[src/rtl/dm_arbiter_pkg.sv]
// dm_arbiter_pkg
//   Shared definitions for the data-memory arbiter:
//   - arb_state_t : lock FSM encoding (IDLE / OWN0 / OWN1)
//   - M0, M1      : master index constants used for grant select and pointer
package dm_arbiter_pkg;

    typedef enum logic [1:0] {
        IDLE = 2'd0,
        OWN0 = 2'd1,
        OWN1 = 2'd2
    } arb_state_t;

    localparam logic M0 = 1'b0;
    localparam logic M1 = 1'b1;

endpackage

[src/rtl/dm_rr_pick.sv]
// dm_rr_pick
//   Two-way round-robin picker. Purely combinational.
//   Ports:
//     req0, req1 : requests from master 0 / master 1
//     ptr        : master currently favoured when both request
//     win        : index of the winning master (only meaningful when valid)
//     valid      : at least one master is requesting
module dm_rr_pick
    import dm_arbiter_pkg::*;
(
    input  logic req0,
    input  logic req1,
    input  logic ptr,
    output logic win,
    output logic valid
);

    always_comb begin
        valid = req0 | req1;
        // Contention goes to the favoured master; otherwise the lone requester wins.
        if (req0 && req1) begin
            win = ptr;
        end else if (req1) begin
            win = M1;
        end else begin
            win = M0;
        end
    end

endmodule

[src/rtl/dm_arbiter.sv]
// dm_arbiter
//   Shares one DM_synch data memory (synchronous write, combinational read)
//   between master 0 (CPU LSU) and master 1 (DMA / debug loader).
//   At most one access is granted per clock: round-robin when no master owns
//   the memory, otherwise the lock owner wins until it releases, stops
//   requesting, or hits the LOCK_MAX cap while the other master waits.
//
//   Handshake: mN_req is held until mN_gnt is seen high in the same cycle;
//   the access completes at the rising edge that ends the grant cycle.
//   Reads return mN_rdata with a one-cycle mN_rvalid pulse in the cycle after
//   the grant; writes produce no response.
//
//   Ports:
//     clk, reset                 : clock, synchronous active-high reset
//     mN_req/we/addr/wdata/lock  : master N request side
//     mN_gnt                     : master N accepted this cycle (combinational)
//     mN_rdata, mN_rvalid        : master N read return (registered)
//     dm_a, dm_wd, dm_we, dm_rd  : DM_synch interface
//     dbg_state                  : current lock FSM state
module dm_arbiter
    import dm_arbiter_pkg::*;
#(
    parameter int AW       = 32,
    parameter int DW       = 32,
    parameter int LOCK_MAX = 4
) (
    input  logic          clk,
    input  logic          reset,

    input  logic          m0_req,
    input  logic          m0_we,
    input  logic [AW-1:0] m0_addr,
    input  logic [DW-1:0] m0_wdata,
    input  logic          m0_lock,
    output logic          m0_gnt,
    output logic [DW-1:0] m0_rdata,
    output logic          m0_rvalid,

    input  logic          m1_req,
    input  logic          m1_we,
    input  logic [AW-1:0] m1_addr,
    input  logic [DW-1:0] m1_wdata,
    input  logic          m1_lock,
    output logic          m1_gnt,
    output logic [DW-1:0] m1_rdata,
    output logic          m1_rvalid,

    output logic [AW-1:0] dm_a,
    output logic [DW-1:0] dm_wd,
    output logic          dm_we,
    input  logic [DW-1:0] dm_rd,

    output logic [1:0]    dbg_state
);

    localparam int CW = $clog2(LOCK_MAX + 1);

    arb_state_t    state;
    logic          ptr;       // master favoured on contention
    logic          sel_q;     // last-granted master; mux select when idle
    logic [CW-1:0] lock_cnt;  // consecutive grants while owning

    logic          rr_win;
    logic          rr_valid;
    logic          gnt_any;
    logic          gnt_idx;
    logic          cap_hit;
    logic          cur_we;
    logic          cur_lock;

    dm_rr_pick u_pick (
        .req0  (m0_req),
        .req1  (m1_req),
        .ptr   (ptr),
        .win   (rr_win),
        .valid (rr_valid)
    );

    // Grant decision. Reset suppresses every grant so no write can land
    // during a reset cycle.
    always_comb begin
        gnt_any = 1'b0;
        gnt_idx = sel_q;
        cap_hit = (lock_cnt == CW'(LOCK_MAX));
        if (!reset) begin
            case (state)
                IDLE: begin
                    gnt_any = rr_valid;
                    if (rr_valid) gnt_idx = rr_win;
                end
                OWN0: begin
                    // At the cap a waiting m1 takes this cycle's grant.
                    if (cap_hit && m1_req) begin
                        gnt_any = 1'b1;
                        gnt_idx = M1;
                    end else if (m0_req) begin
                        gnt_any = 1'b1;
                        gnt_idx = M0;
                    end
                end
                OWN1: begin
                    if (cap_hit && m0_req) begin
                        gnt_any = 1'b1;
                        gnt_idx = M0;
                    end else if (m1_req) begin
                        gnt_any = 1'b1;
                        gnt_idx = M1;
                    end
                end
                default: ;
            endcase
        end
    end

    always_comb begin
        m0_gnt   = gnt_any && (gnt_idx == M0);
        m1_gnt   = gnt_any && (gnt_idx == M1);
        cur_we   = (gnt_idx == M1) ? m1_we   : m0_we;
        cur_lock = (gnt_idx == M1) ? m1_lock : m0_lock;
        dm_we    = gnt_any & cur_we;
        if (reset) begin
            dm_a  = '0;
            dm_wd = '0;
        end else begin
            dm_a  = (gnt_idx == M1) ? m1_addr  : m0_addr;
            dm_wd = (gnt_idx == M1) ? m1_wdata : m0_wdata;
        end
        dbg_state = state;
    end

    always_ff @(posedge clk) begin
        if (reset) begin
            state     <= IDLE;
            ptr       <= M0;
            sel_q     <= M0;
            lock_cnt  <= '0;
            m0_rvalid <= 1'b0;
            m1_rvalid <= 1'b0;
            m0_rdata  <= '0;
            m1_rdata  <= '0;
        end else begin
            // Read return: capture the combinational DM output at the end of
            // the grant cycle.
            m0_rvalid <= m0_gnt & ~m0_we;
            m1_rvalid <= m1_gnt & ~m1_we;
            if (m0_gnt && !m0_we) m0_rdata <= dm_rd;
            if (m1_gnt && !m1_we) m1_rdata <= dm_rd;

            if (gnt_any) begin
                sel_q <= gnt_idx;
                ptr   <= ~gnt_idx;
            end

            case (state)
                IDLE: begin
                    if (gnt_any && cur_lock) begin
                        state    <= (gnt_idx == M1) ? OWN1 : OWN0;
                        lock_cnt <= CW'(1);
                    end
                end
                OWN0: begin
                    if (gnt_any && gnt_idx == M1) begin
                        // Cap forced hand-over; m1 may lock in turn.
                        state    <= m1_lock ? OWN1 : IDLE;
                        lock_cnt <= m1_lock ? CW'(1) : '0;
                    end else if (!m0_req || !m0_lock) begin
                        state    <= IDLE;
                        lock_cnt <= '0;
                    end else if (!cap_hit) begin
                        lock_cnt <= lock_cnt + CW'(1);
                    end
                end
                OWN1: begin
                    if (gnt_any && gnt_idx == M0) begin
                        state    <= m0_lock ? OWN0 : IDLE;
                        lock_cnt <= m0_lock ? CW'(1) : '0;
                    end else if (!m1_req || !m1_lock) begin
                        state    <= IDLE;
                        lock_cnt <= '0;
                    end else if (!cap_hit) begin
                        lock_cnt <= lock_cnt + CW'(1);
                    end
                end
                default: begin
                    state    <= IDLE;
                    lock_cnt <= '0;
                end
            endcase
        end
    end

endmodule

[config.mk]
export PLATFORM = sky130hd
export DESIGN_NAME = dm_arbiter
export DESIGN_NICKNAME = d
export VERILOG_FILES = /design/src/rtl/dm_arbiter_pkg.sv /design/src/rtl/dm_rr_pick.sv /design/src/rtl/dm_arbiter.sv
export SDC_FILE = /design/constraint.sdc
export NUM_CORES = 1
export LEC_CHECK = 0
export CAP_MARGIN = 20
export CORE_AREA = 2 2 116 118
export CTS_BUF_LIST = sky130_fd_sc_hd__clkbuf_8
export CTS_CLUSTER_DIAMETER = 40
export DETAILED_ROUTE_END_ITERATION = 10
export DIE_AREA = 0 0 118 120
export PLACE_DENSITY = 0.78
export SLEW_MARGIN = 10
export SYNTH_ARGS = -nofsm -noshare
export SYNTH_HDL_FRONTEND = slang
export SYNTH_SLANG_ARGS = --single-unit
[constraint.sdc]
create_clock -name clk -period 2.6 [get_ports clk]
set_clock_uncertainty 0.15 [all_clocks]
set_input_delay 0.39 -clock clk [delete_from_list [all_inputs] [get_ports clk]]
set_output_delay 0.39 -clock clk [all_outputs]
set_load 0.005 [all_outputs]
Word level (Yosys, flattened, before mapping). Cells that the tools add are included. W data, S select, Z words.

Logic and storage cells: 78. Flip-flop bits (word level): 73. Output and inout bits: 135. Input port bits: 168.

Bitwise operators: 7. Equal/unequal tests: 6. Reductions and logical operators: 18. $add $sub $neg: 1. Mux-type cells: 38.

Operators with widths (number): $mux W32 (4); $mux W3 (6); $mux W1 (17); $mux W2 (7); $pmux W3 S3 (1); $logic_and A1 B1 Y1 (8); $logic_not A1 Y1 (6); $ne A3 B3 Y1 const B (2); $pmux W1 S3 (2); $pmux W2 S3 (1); $add A3 B1 Y3 const B (1); $and A1 B1 Y1 (3); $eq A3 B3 Y1 const B (1); $not A1 Y1 (3); $reduce_and A3 Y1 (1); $eq A2 B1 Y1 const B (1); $eq A2 B2 Y1 const B (1); $logic_not A2 Y1 (1); $logic_or A1 B1 Y1 (2); $ne A2 B2 Y1 const B (1); $or A1 B1 Y1 (1).

Longest topological paths before layout. Gate-level depths: netlist of the first run.

Depth in word-level cells: 9. Depth in mapped cells: 11. Depth with buffers taken out: 9.

By module. A second synthesis of the first run with hierarchy kept.

Cell total of the unflattened synthesis: 505. Area, all modules: 3860.0 µm².

Modules (own cells, without submodules): dm_arbiter (seq. area each 1461.4 µm², cells each 502, instances 1, area an instance 3842.4 µm²); dm_rr_pick (seq. area each 0.0 µm², cells each 3, instances 1, area an instance 17.5 µm²).

Least setup slack after synthesis of the first run. OpenSTA, ideal clock, no wires.

Kind: reg-to-output. From: register lock_cnt[0]. To: output dm_a[0]. Path buffers: 1. Path slack: 0.083 ns. Cell stages (with the launch flop): 10. Data required time: 2.060 ns. Data arrival time: 1.977 ns. Path through: dfxtp_1 -> inv_1 -> ha_1 -> and3_1 -> o41ai_2 -> a21oi_2 -> nor2_2 -> clkbuf_1 -> nand2_1 -> a21oi_1.

Longest elaborated chain between the ends: 7. Elaborated cells between the ends (all ways): 9. Those cells by class: 1 x eq/ne; 6 x mux; 2 x reduce/logical.

Ends and longest elaborated chain: start: declaration (line dm_arbiter.sv:61) `logic [CW-1:0] lock_cnt;`; start signal: assignment (line dm_arbiter.sv:165) `lock_cnt <= m1_lock ? CW'(1) : '0;`; start signal: assignment (line dm_arbiter.sv:170) `lock_cnt <= lock_cnt + CW'(1);`; start signal: assignment (line dm_arbiter.sv:176) `lock_cnt <= m0_lock ? CW'(1) : '0;`; $eq A3 B3 Y1 (*) (line dm_arbiter.sv:84) `cap_hit = (lock_cnt == CW'(LOCK_MAX));`; $logic_and A1 B1 Y1, on equally long branches (line dm_arbiter.sv:102, dm_arbiter.sv:93); $mux W1, on equally long branches (line dm_arbiter.sv:102, dm_arbiter.sv:93); $pmux W1 S3 (*) (line dm_arbiter.sv:86) `case (state)`; $mux W1 (*) (line dm_arbiter.sv:85) `if (!reset) begin`; $mux W32 (*) (line dm_arbiter.sv:125) `dm_a = (gnt_idx == M1) ? m1_addr : m0_addr;`; $mux W32 (*) (line dm_arbiter.sv:121) `if (reset) begin`; end: declaration (line dm_arbiter.sv:48) `output logic [AW-1:0] dm_a,`.

Every way passes the cells marked *; elsewhere a longest branch is shown, timed or not.

Worst setup path in the final report of the first run.
From: register lock_cnt[1]. To: output dm_wd[27].

Longest elaborated chain between the ends: 7. Elaborated cells between the ends (all ways): 9. Those cells by class: 1 x eq/ne; 6 x mux; 2 x reduce/logical.

Ends and longest elaborated chain: $eq A3 B3 Y1 (*) (line dm_arbiter.sv:84); $logic_and A1 B1 Y1, on equally long branches (line dm_arbiter.sv:102, dm_arbiter.sv:93); $mux W1, on equally long branches (line dm_arbiter.sv:102, dm_arbiter.sv:93); $pmux W1 S3 (*) (line dm_arbiter.sv:86); $mux W1 (*) (line dm_arbiter.sv:85); $mux W32 (*) (line dm_arbiter.sv:126) `dm_wd = (gnt_idx == M1) ? m1_wdata : m0_wdata;`; $mux W32 (*) (line dm_arbiter.sv:121); end: declaration (line dm_arbiter.sv:49) `output logic [DW-1:0] dm_wd,`.

Marks and branches as above.

==> flow_summary.toml, run 1 <==
[sta]
timing.final.hold_violations = 0
setup_violations = 66
grt_setup_unrepaired = "true"
hold_ws_ns = 0.315
timing_worst_slew_pin_value_ns = 0.702
setup_total_negative_slack_ns = -26.11
final_period_minus_worst_setup_slack_ns = 3.10
fin_ws_ns = -0.495
timing.final.crit_share_pct = 119
max_slew_margin_pct = 53.2
slew_viol_final = 0
max_freq_ghz = 0.323

[logic_synthesis]
synth-warning-count = 0
share_of_async_settable_or_async_resettable_flops_after_synthesis_pct = 0
number_of_enable_type_register_cells_in_the_synthesized_netlist = 0
synth_area_um2 = 3950
postSynth.topFlopCell = "dfxtp_1"
seq_cells_post_synth = 73
synth.avg_cell_area_um2 = 7.40
postSynthCellCount = 534
synth.lib_cells_used.distinct = 44
synth.net_count = 704
synth-seq-area-share_pct = 37.0

[cts]
insertion_delay_ns = 0.35
worst_setup_hold_path_clk_slew_ns = 0.08
numClockSinks = 73
cts_htree_levels = 3
cts_tree = "yes"
cts-buffers-inserted = 9
cts_max_path_buffers = 2
ctsHoldBuffers = 0
cts_root_buffer = "clkbuf_8"

[global_routing]
largest_net_degree_at_the_start_of_global_routing = 81
grt_util_all_layers_pct = 23.9
global_route_wire_length_before_repair_um = 26600
vias_in_the_first_global_route = 4955
antenna_found_initial = 2
global_route_congestion_overflow_total = 0

[power]
power.total_mw = 3.63
ir_drop_mv = 0.491
powerDensity_nw_per_um2 = 451
cellLeakagePower_nw = 3.50

[critical_path]
cp_num_buf_inv = 6
worstSetupPathType = "flop to output port"
critical_path.max_stage_delay_ns = 0.36
worstReg2RegEnd = "lock_cnt[0]$_SDFFE_PP0P_"
timing.critical_path.required_ns = 2.06
critical_path.reg2reg.startpoint = "lock_cnt[1]$_SDFFE_PP0P_"
worst_setup_path_startpoint = "lock_cnt[1]$_SDFFE_PP0P_"
worst_ep_arrival_time_ns = 2.56
reg2reg_depth = 12
max_stage_delay_cell_worst_path = "o41ai_4"
cp_num_cells = 13
worst-path-max-fanout = 6
cp_cell_sequence = "inv_2 > ha_4 > and3_4 > o41ai_4 > buf_4 > a21o_1 > o21ai_4 > buf_6 > buf_6 > buf_6 > nand2_4 > a21oi_2 > buf_2"
timing.critical_path.max_delay_family = "buffers and inverters"
timing.critical_path.from_type = "flop"
rrSetupSlack_ns = 0.04
cp_dominant_cell_by_count = "buf_6"
worstSetupEndpoint = "dm_wd[27]"
worst_setup_path_end_kind = "output port"

[placement]
portBuffers = 302
place.gp.congestion = 0.906
postPlaceCellArea_um2 = 7520
detailedPlacementHpwl_um = 13100
pre_cts_slack_ns = -0.608
placed_cell_count = 1020

[floorplanning]
num_rows = 42
die_area_um2 = 14200
floorplan.io_pins = 303
initial_utilization_pct = 30.4
die_w_um = 118
core_um2 = 13000
chipHeight_um = 120

[cells_and_area]
layout.cells.most_common_list = "clkdlybuf4s50_1 (232), nand2_1 (130), dfxtp_1 (71)"
finish.net_count = 1055
share_of_final_layout_standard_cells_stronger_than_drive_strength_1_pct = 32.1
layout-area-overhead-vs-synth_pct = 104
instances_no_fill = 1068
layout.cells.most_common = "clkdlybuf4s50_1"
post-route-util_pct = 62.1
final_cell_area_um2 = 8060

[route]
routed_wire_length_per_instance_um = 16.5
drt_iter0_drc = 258
post-route-drc-count = 0
drt.antenna.violating_nets = 0
detail_route.vias_per_cell = 4.70
drt_pre_antenna_iters = 4
postRouteWirelength_um = 17600
routed-via-count = 5022

[hold_path]
hold_start = "m1_rdata[2]$_SDFFE_PP0P_"
hp-class = "flop to flop"

[run_status]
failing_checks = "setup timing"
run_status = "finished with violations"

[job]
max_cap_viol_count = 0
## synthesized netlist by cell type, drive strengths merged (2+ instances only)
master	n	area, µm²
a21o	3	22.5
a21oi	103	636
a31oi	2	12.5
and3	4	25.0
buf	20	150
clkbuf	21	78.8
dfxtp	73	1460
ha	2	25.0
inv	6	30.0
mux2i	33	330
nand2	195	805
nand3	2	10.0
nand3b	2	15.0
nor2	43	164
nor3	3	15.0
o21ai	4	20.0
or3	2	17.5
## final cells by class
class	instances	area [µm²]
clock buffers	10	138
multi-input cells	414	2460
flip-flops and latches	73	1460
inverters	6	30.0
fillers	1146	4920
well taps	176	220
diodes	2	5.00
clock inverters	6	113
repair buffers	381	3630
## sequential cells by signal, summed over array words and instances (netlist names)
signal     cells
m1_rdata      32
dbg_state      2
lock_cnt       3
m0_rvalid      1
sel_q          1
ptr            1
m0_rdata      32
m1_rvalid      1
## tightest hold or removal path, delay by kind of cell, from the launching register on
kind	cells	cell delay (ns)
simple gates	1	0.05
flops	1	0.32
compound gates	1	0.05
## cells by family (layout without fill, tap and decap cells)
kind of cell | Yosys count | after routing | share of synthesized area [%]
AND/OR/NAND/NOR | 258 | 258 | 27.8
flip-flops | 73 | 73 | 37.0
multiplexers | 33 | 33 | 8.36
adder cells (fa/ha/maj) | 2 | 2 | 0.633
XOR/XNOR | 1 | 1 | 0.222
AO/OA/AOI/OAI | 120 | 120 | 19.4
other | 0 | 2 | 0
buffers and inverters | 47 | 403 | 6.56
## worst min path at each step
stage          cells after the start  slack (ns)                        end
2_1_floorplan                      2        0.28           ptr$_SDFFE_PP0N_
3_3_place_gp                       2        0.29   m1_rdata[1]$_SDFFE_PP0P_
3_5_place_dp                       2        0.30   m1_rdata[2]$_SDFFE_PP0P_
4_1_cts                            2        0.32   m1_rdata[2]$_SDFFE_PP0P_
5_1_grt                            2        0.34  m1_rdata[23]$_SDFFE_PP0P_
6_report                           2        0.31   m1_rdata[2]$_SDFFE_PP0P_
## what timing repair did
item,in CTS,in global routing
pin swaps,12,24
endpoints found under the setup margin,67,68
resized for setup,231,100
cloned,5,1
buffers inserted,22,7
## routing by layer
| layer | vias up | GRT usage (%) | wire length [µm] |
|---|---|---|---|
| li1 | 2474 | - | - |
| met1 | 2303 | 26.9 | 6750 |
| met2 | 211 | 41.2 | 8840 |
| met3 | 34 | 8.08 | 1510 |
| met4 | 0 | 10.3 | 542 |
| met5 | - | 0 | 0 |
## power by group
group / switching (mW) / internal (mW)
clock network: 0.438 / 0.667
registers: 0.0279 / 1.17
logic: 0.554 / 0.778
total: 1.02 / 2.61
Note: power is estimated with default switching activity, not from simulation.
==> run 2, diff against run 1 <==
SKIP_LAST_GASP = 1   (was unset)
==> run 2 against run 1 <==
Effect of this change: the run still ends with setup timing left; cell area is 1.5% higher; register-to-register slack hardly changed; final cell count hardly changed; critical path depth stayed put; critical path type unchanged.
==> flow_summary.toml, run 2 (synthesis gave the netlist of run 1 again) <==
[critical_path]
timing.critical_path.required_ns = 2.06
timing.critical_path.from_type = "flop"
worstSetupPathType = "flop to output port"
worst_ep_arrival_time_ns = 2.57
worst_setup_path_end_kind = "output port"
critical_path.max_stage_delay_ns = 0.37
cp_cell_sequence = "inv_2 > ha_4 > and3_4 > o41ai_4 > buf_4 > a21o_1 > o21ai_4 > buf_6 > clkbuf_16 > buf_12 > nand2_4 > a21oi_2 > buf_2"
max_stage_delay_cell_worst_path = "o41ai_4"
worst-path-max-fanout = 7

[global_routing]
antenna_found_initial = 2
global_route_wire_length_before_repair_um = 26600
largest_net_degree_at_the_start_of_global_routing = 81
vias_in_the_first_global_route = 4957
grt_util_all_layers_pct = 23.9
global_route_congestion_overflow_total = 0

[floorplanning]
chipHeight_um = 120
core_um2 = 13000
initial_utilization_pct = 30.4
die_area_um2 = 14200
floorplan.io_pins = 303
num_rows = 42
die_w_um = 118

[cells_and_area]
layout-area-overhead-vs-synth_pct = 107
post-route-util_pct = 63.1
reg.largest.list = "m0_rdata: 32 flops, m1_rdata: 32 flops, lock_cnt: 3 flops"
finish.net_count = 1056
layout.cells.most_common = "clkdlybuf4s50_1"
final_cell_area_um2 = 8190
share_of_final_layout_standard_cells_stronger_than_drive_strength_1_pct = 33.4
layout.cells.most_common_list = "clkdlybuf4s50_1 (232), nand2_1 (120), dfxtp_1 (71)"
instances_no_fill = 1069

[sta]
final_period_minus_worst_setup_slack_ns = 3.11
slew_viol_final = 0
fin_ws_ns = -0.514
timing.final.crit_share_pct = 120
max_freq_ghz = 0.321
setup_total_negative_slack_ns = -25.88
timing_worst_slew_pin_value_ns = 0.694
setup_violations = 66
timing.final.hold_violations = 0
max_slew_margin_pct = 53.7
grt_setup_unrepaired = "true"

[power]
power.total_mw = 3.67
powerDensity_nw_per_um2 = 449
ir_drop_mv = 0.491
cellLeakagePower_nw = 3.58

[cts]
cts_max_path_buffers = 2
worst_setup_hold_path_clk_slew_ns = 0.08
cts_htree_levels = 3
cts_tree = "yes"
cts_root_buffer = "clkbuf_8"
insertion_delay_ns = 0.35
ctsHoldBuffers = 0
numClockSinks = 73
cts-buffers-inserted = 9

[placement]
placed_cell_count = 1020
detailedPlacementHpwl_um = 13100
postPlaceCellArea_um2 = 7520
portBuffers = 302
place.gp.congestion = 0.906

[route]
routed-via-count = 5046
routed_wire_length_per_instance_um = 16.7
drt.antenna.violating_nets = 0
post-route-drc-count = 0
postRouteWirelength_um = 17900
drt_pre_antenna_iters = 4
drt_iter0_drc = 226
detail_route.vias_per_cell = 4.72

[run_status]
run_status = "finished with violations"
failing_checks = "setup timing"

[hold_path]
hp-class = "flop to flop"

[job]
max_cap_viol_count = 0
[run 2: worst paths after layout]
path                                               start                        to  slack (ns)  cells after the start
worst min register to register  m1_rdata[2]$_SDFFE_PP0P_  m1_rdata[2]$_SDFFE_PP0P_        0.31                      2
worst min-delay path            m1_rdata[2]$_SDFFE_PP0P_  m1_rdata[2]$_SDFFE_PP0P_        0.31                      2
worst max-delay path            lock_cnt[1]$_SDFFE_PP0P_                  dm_a[15]       -0.51                     13
worst max register to register  lock_cnt[1]$_SDFFE_PP0P_  lock_cnt[0]$_SDFFE_PP0P_        0.04                     12
[run 2: layout make-up]
cell class                 count  area, µm²
antenna                        2       5.00
clock buffer                  10        138
clock inverter                 6        113
fill                        1117       4790
inverter                       6       30.0
multi-input combinational    414       2540
sequential                    73       1460
tap                          176        220
timing repair buffer         382       3670
[run 2: routing by layer]
| layer | global-route usage, % | wire length [µm] |
|---|---|---|
| met4 | 10.3 | 602 |
| met3 | 7.84 | 1390 |
| met2 | 41.3 | 8920 |
| met5 | 0 | 0 |
| met1 | 26.9 | 6940 |
[run 2: metrics by stage]
| step | setup WS (ns) | hold slack (ns) |
|---|---|---|
| floorplan | 0.0833 | 0.283 |
| global placement | -0.574 | 0.292 |
| detailed placement | -0.608 | 0.302 |
| CTS | -0.685 | 0.317 |
| global route | -0.616 | 0.338 |
| finish | -0.514 | 0.313 |
[run 2: worst max-delay path: cells and delay by family, from the launching register on]
family,cells,cell delay [ns]
adder cells (fa/ha/maj),1,0.16
AND/OR/NAND/NOR,2,0.24
buffers and inverters,6,0.80
AO/OA/AOI/OAI,4,0.67
flip-flops,1,0.34
[run 2: repair_timing]
| item | 4_1_cts | 5_1_grt |
|---|---|---|
| gates resized for setup | 151 | 181 |
| cloned | 5 | 1 |
| setup endpoints to repair | 67 | 68 |
| pin swaps | 12 | 39 |
| setup buffers | 22 | 8 |
| hold endpoints to repair | 0 | 0 |
[run 2: where the power goes]
group / switching (mW) / total (mW) / internal (mW)
registers: 0.0280 / 1.20 / 1.17
logic: 0.574 / 1.37 / 0.799
clock network: 0.437 / 1.10 / 0.667
total: 1.04 / 3.67 / 2.63
==> run 3, diff against run 2 <==
ABC_AREA = 1   (was unset)
CORE_AREA = 2 2 118 120   (was 2 2 116 118)
DIE_AREA = 0 0 120 122   (was 0 0 118 120)
PLACE_DENSITY = 0.74   (was 0.78)
==> run 3 against run 2 <==
Effect of this change: the flow still finishes with violations (setup timing); wire length increased by 0.91%; final cell count increased by 4.8%; die area grew 3.4%; worst hold slack gained 0.0012 ns; sequential power about the same; critical path depth did not move; fmax grew 14%; critical path type unchanged.
==> flow_summary.toml, run 3 <==
[job]
max_cap_viol_count = 0

[sta]
slew_viol_final = 0
setup_violations = 51
grt_setup_unrepaired = "true"
timing_worst_slew_pin_value_ns = 0.731
fin_ws_ns = -0.124
timing.final.crit_share_pct = 105
timing.final.hold_violations = 0
final_period_minus_worst_setup_slack_ns = 2.72
max_freq_ghz = 0.367
max_slew_margin_pct = 51.3

[logic_synthesis]
postSynth.topFlopCell = "dfxtp_1"
share_of_async_settable_or_async_resettable_flops_after_synthesis_pct = 0
synth.avg_cell_area_um2 = 6.31
ranking_of_synthesized_cells_by_instance_count = "nand2_1 (155), nor2_1 (139), dfxtp_1 (73)"
area_leader_netlist = "dfxtp_1"
post_synth_main_area_contributors = "dfxtp_1 (39%), nand2_1 (16%), nor2_1 (14%)"
synth-seq-area-share_pct = 39.0
postSynthCellCount = 594
synth-warning-count = 0
number_of_enable_type_register_cells_in_the_synthesized_netlist = 0
synth.net_count = 764
seq_cells_post_synth = 73
synth_area_um2 = 3750
synth.lib_cells_used.distinct = 25
post-synth-top-count-cell = "nand2_1"
post-synth-top-area-fraction_pct = 39.0

[floorplanning]
core_um2 = 13500
num_rows = 43
chipHeight_um = 122
initial_utilization_pct = 27.7
floorplan.io_pins = 303
die_area_um2 = 14600
die_w_um = 120

[critical_path]
worstReg2RegEnd = "m1_rdata[12]$_SDFFE_PP0P_"
worstSetupPathType = "flop to output port"
critical_path.reg2reg.startpoint = "lock_cnt[0]$_SDFFE_PP0P_"
timing.critical_path.from_type = "flop"
worst-path-max-fanout = 8
rrSetupSlack_ns = 0.41
reg2reg_depth = 14
worst_ep_arrival_time_ns = 2.18
worst_setup_path_startpoint = "lock_cnt[0]$_SDFFE_PP0P_"
timing.critical_path.required_ns = 2.06
worst_setup_path_end_kind = "output port"

[cts]
insertion_delay_ns = 0.34
cts_root_buffer = "clkbuf_8"
cts-buffers-inserted = 9
worst_setup_hold_path_clk_slew_ns = 0.08
cts_max_path_buffers = 2
numClockSinks = 73
cts_htree_levels = 3
cts_tree = "yes"

[hold_path]
hold_path_end = "m1_rdata[9]$_SDFFE_PP0P_"
depth_of_the_worst_hold_timing_path = 2
hold_start = "m1_rdata[9]$_SDFFE_PP0P_"
hp-class = "flop to flop"

[route]
drt_pre_antenna_iters = 4
post-route-drc-count = 0
routed_wire_length_per_instance_um = 16.1
drt.antenna.violating_nets = 0
postRouteWirelength_um = 18000
detail_route.vias_per_cell = 4.64
drt_iter0_drc = 251
routed-via-count = 5200

[power]
cellLeakagePower_nw = 3.28
power.total_mw = 3.72
ir_drop_mv = 0.484
powerDensity_nw_per_um2 = 456

[global_routing]
grt_util_all_layers_pct = 23.2
global_route_wire_length_before_repair_um = 26500
global_route_congestion_overflow_total = 0
largest_net_degree_at_the_start_of_global_routing = 66
vias_in_the_first_global_route = 4946
antenna_found_initial = 3

[cells_and_area]
layout.cells.most_common = "clkdlybuf4s50_1"
reg.largest.list = "m0_rdata: 32 flops, m1_rdata: 32 flops, lock_cnt: 3 flops"
share_of_final_layout_standard_cells_stronger_than_drive_strength_1_pct = 29.0
final_cell_area_um2 = 8170
layout-area-overhead-vs-synth_pct = 118
instances_no_fill = 1120
finish.net_count = 1102
layout.cells.most_common_list = "clkdlybuf4s50_1 (232), nand2_1 (152), nor2_1 (84)"
post-route-util_pct = 60.5

[placement]
pre_cts_slack_ns = -0.557
place.gp.congestion = 0.880
placed_cell_count = 1069
portBuffers = 302
postPlaceCellArea_um2 = 7120
detailedPlacementHpwl_um = 12500

[run_status]
run_status = "finished with violations"
failing_checks = "setup timing"
==> run 3: cell types whose count changed in the layout (fill, tap and decap cells not counted), moves of 33 or more <==
| cell | previous run | this run |
|---|---|---|
| nand2_2 | 57 | 5 |
| a21oi_2 | 44 | 1 |
| nor2_4 | 1 | 38 |
| mux2i_1 | 33 | 0 |
| nor2_1 | 42 | 84 |
| o21ai_2 | 1 | 36 |
==> run 3: critical path, cell delays in order, from the launching register on <==
cell and delay, ns:
dfxtp_2 0.33, inv_2 0.07, ha_4 0.16, nand3_4 0.09, nand3_4 0.10, nand4_1 0.17
o21ai_4 0.13, buf_12 0.17, buf_12 0.14, buf_16 0.13, buf_6 0.09, o21ai_2 0.04
nor2_1 0.10, buf_2 0.13
==> run 3: layout make-up <==
class,instances,area [µm²]
diodes,3,7.51
clock buffers,9,124
clock inverters,7,141
fillers,1187,5340
inverters,23,101
multi-input cells,459,2530
flip-flops and latches,73,1470
well taps,180,225
repair buffers,366,3560
==> run 3: kinds of logic (layout without fill, tap and decap cells) <==
kind of cell / count (synthesis) / in the layout / share of synthesized area [%]
other: 0 / 3 / 0
buffers and inverters: 62 / 405 / 7.88
XOR/XNOR: 1 / 1 / 0.234
adder cells (fa/ha/maj): 2 / 2 / 0.668
AND/OR/NAND/NOR: 321 / 321 / 33.9
flip-flops: 73 / 73 / 39.0
AO/OA/AOI/OAI: 135 / 135 / 18.3
==> run 3: worst max path at each step <==
stage / to / slack [ns] / cells after the start
2_1_floorplan: dm_wd[10] / 0.37 / 11
3_3_place_gp: dm_a[15] / -0.51 / 11
3_5_place_dp: dm_a[15] / -0.56 / 11
4_1_cts: dm_a[4] / -0.20 / 14
5_1_grt: dm_a[17] / -0.28 / 14
6_report: dm_wd[23] / -0.12 / 13
==> run 3: stage by stage <==
step                hold slack [ns]  TNS (ns)
global placement              0.301    -25.98
finish                        0.315     -3.35
floorplan                     0.309         0
detailed placement            0.305    -28.84
CTS                           0.307     -6.41
global route                  0.332    -12.07
==> run 3: repair_timing <==
item | CTS | global route
buffers inserted | 31 | 5
resized for setup | 370 | 111
endpoints found under the setup margin | 67 | 66
cloned | 9 | 2
pin swaps | 30 | 35
hold buffers | 0 | 0
==> run 3: report_power, final <==
group          switching, mW  internal, mW  total (mW)  leakage, nW
Clock                  0.437         0.736        1.17        0.135
Combinational          0.598         0.761        1.36         2.55
Sequential            0.0295          1.16        1.19        0.594
==> run 3: per-layer routing <==
| metal | wire (µm) | up-vias | GRT usage (%) |
|---|---|---|---|
| li1 | - | 2583 | - |
| met4 | 443 | 0 | 8.82 |
| met5 | 0 | - | 0 |
| met1 | 6900 | 2375 | 26.7 |
| met3 | 1600 | 24 | 7.91 |
| met2 | 9080 | 218 | 39.7 |
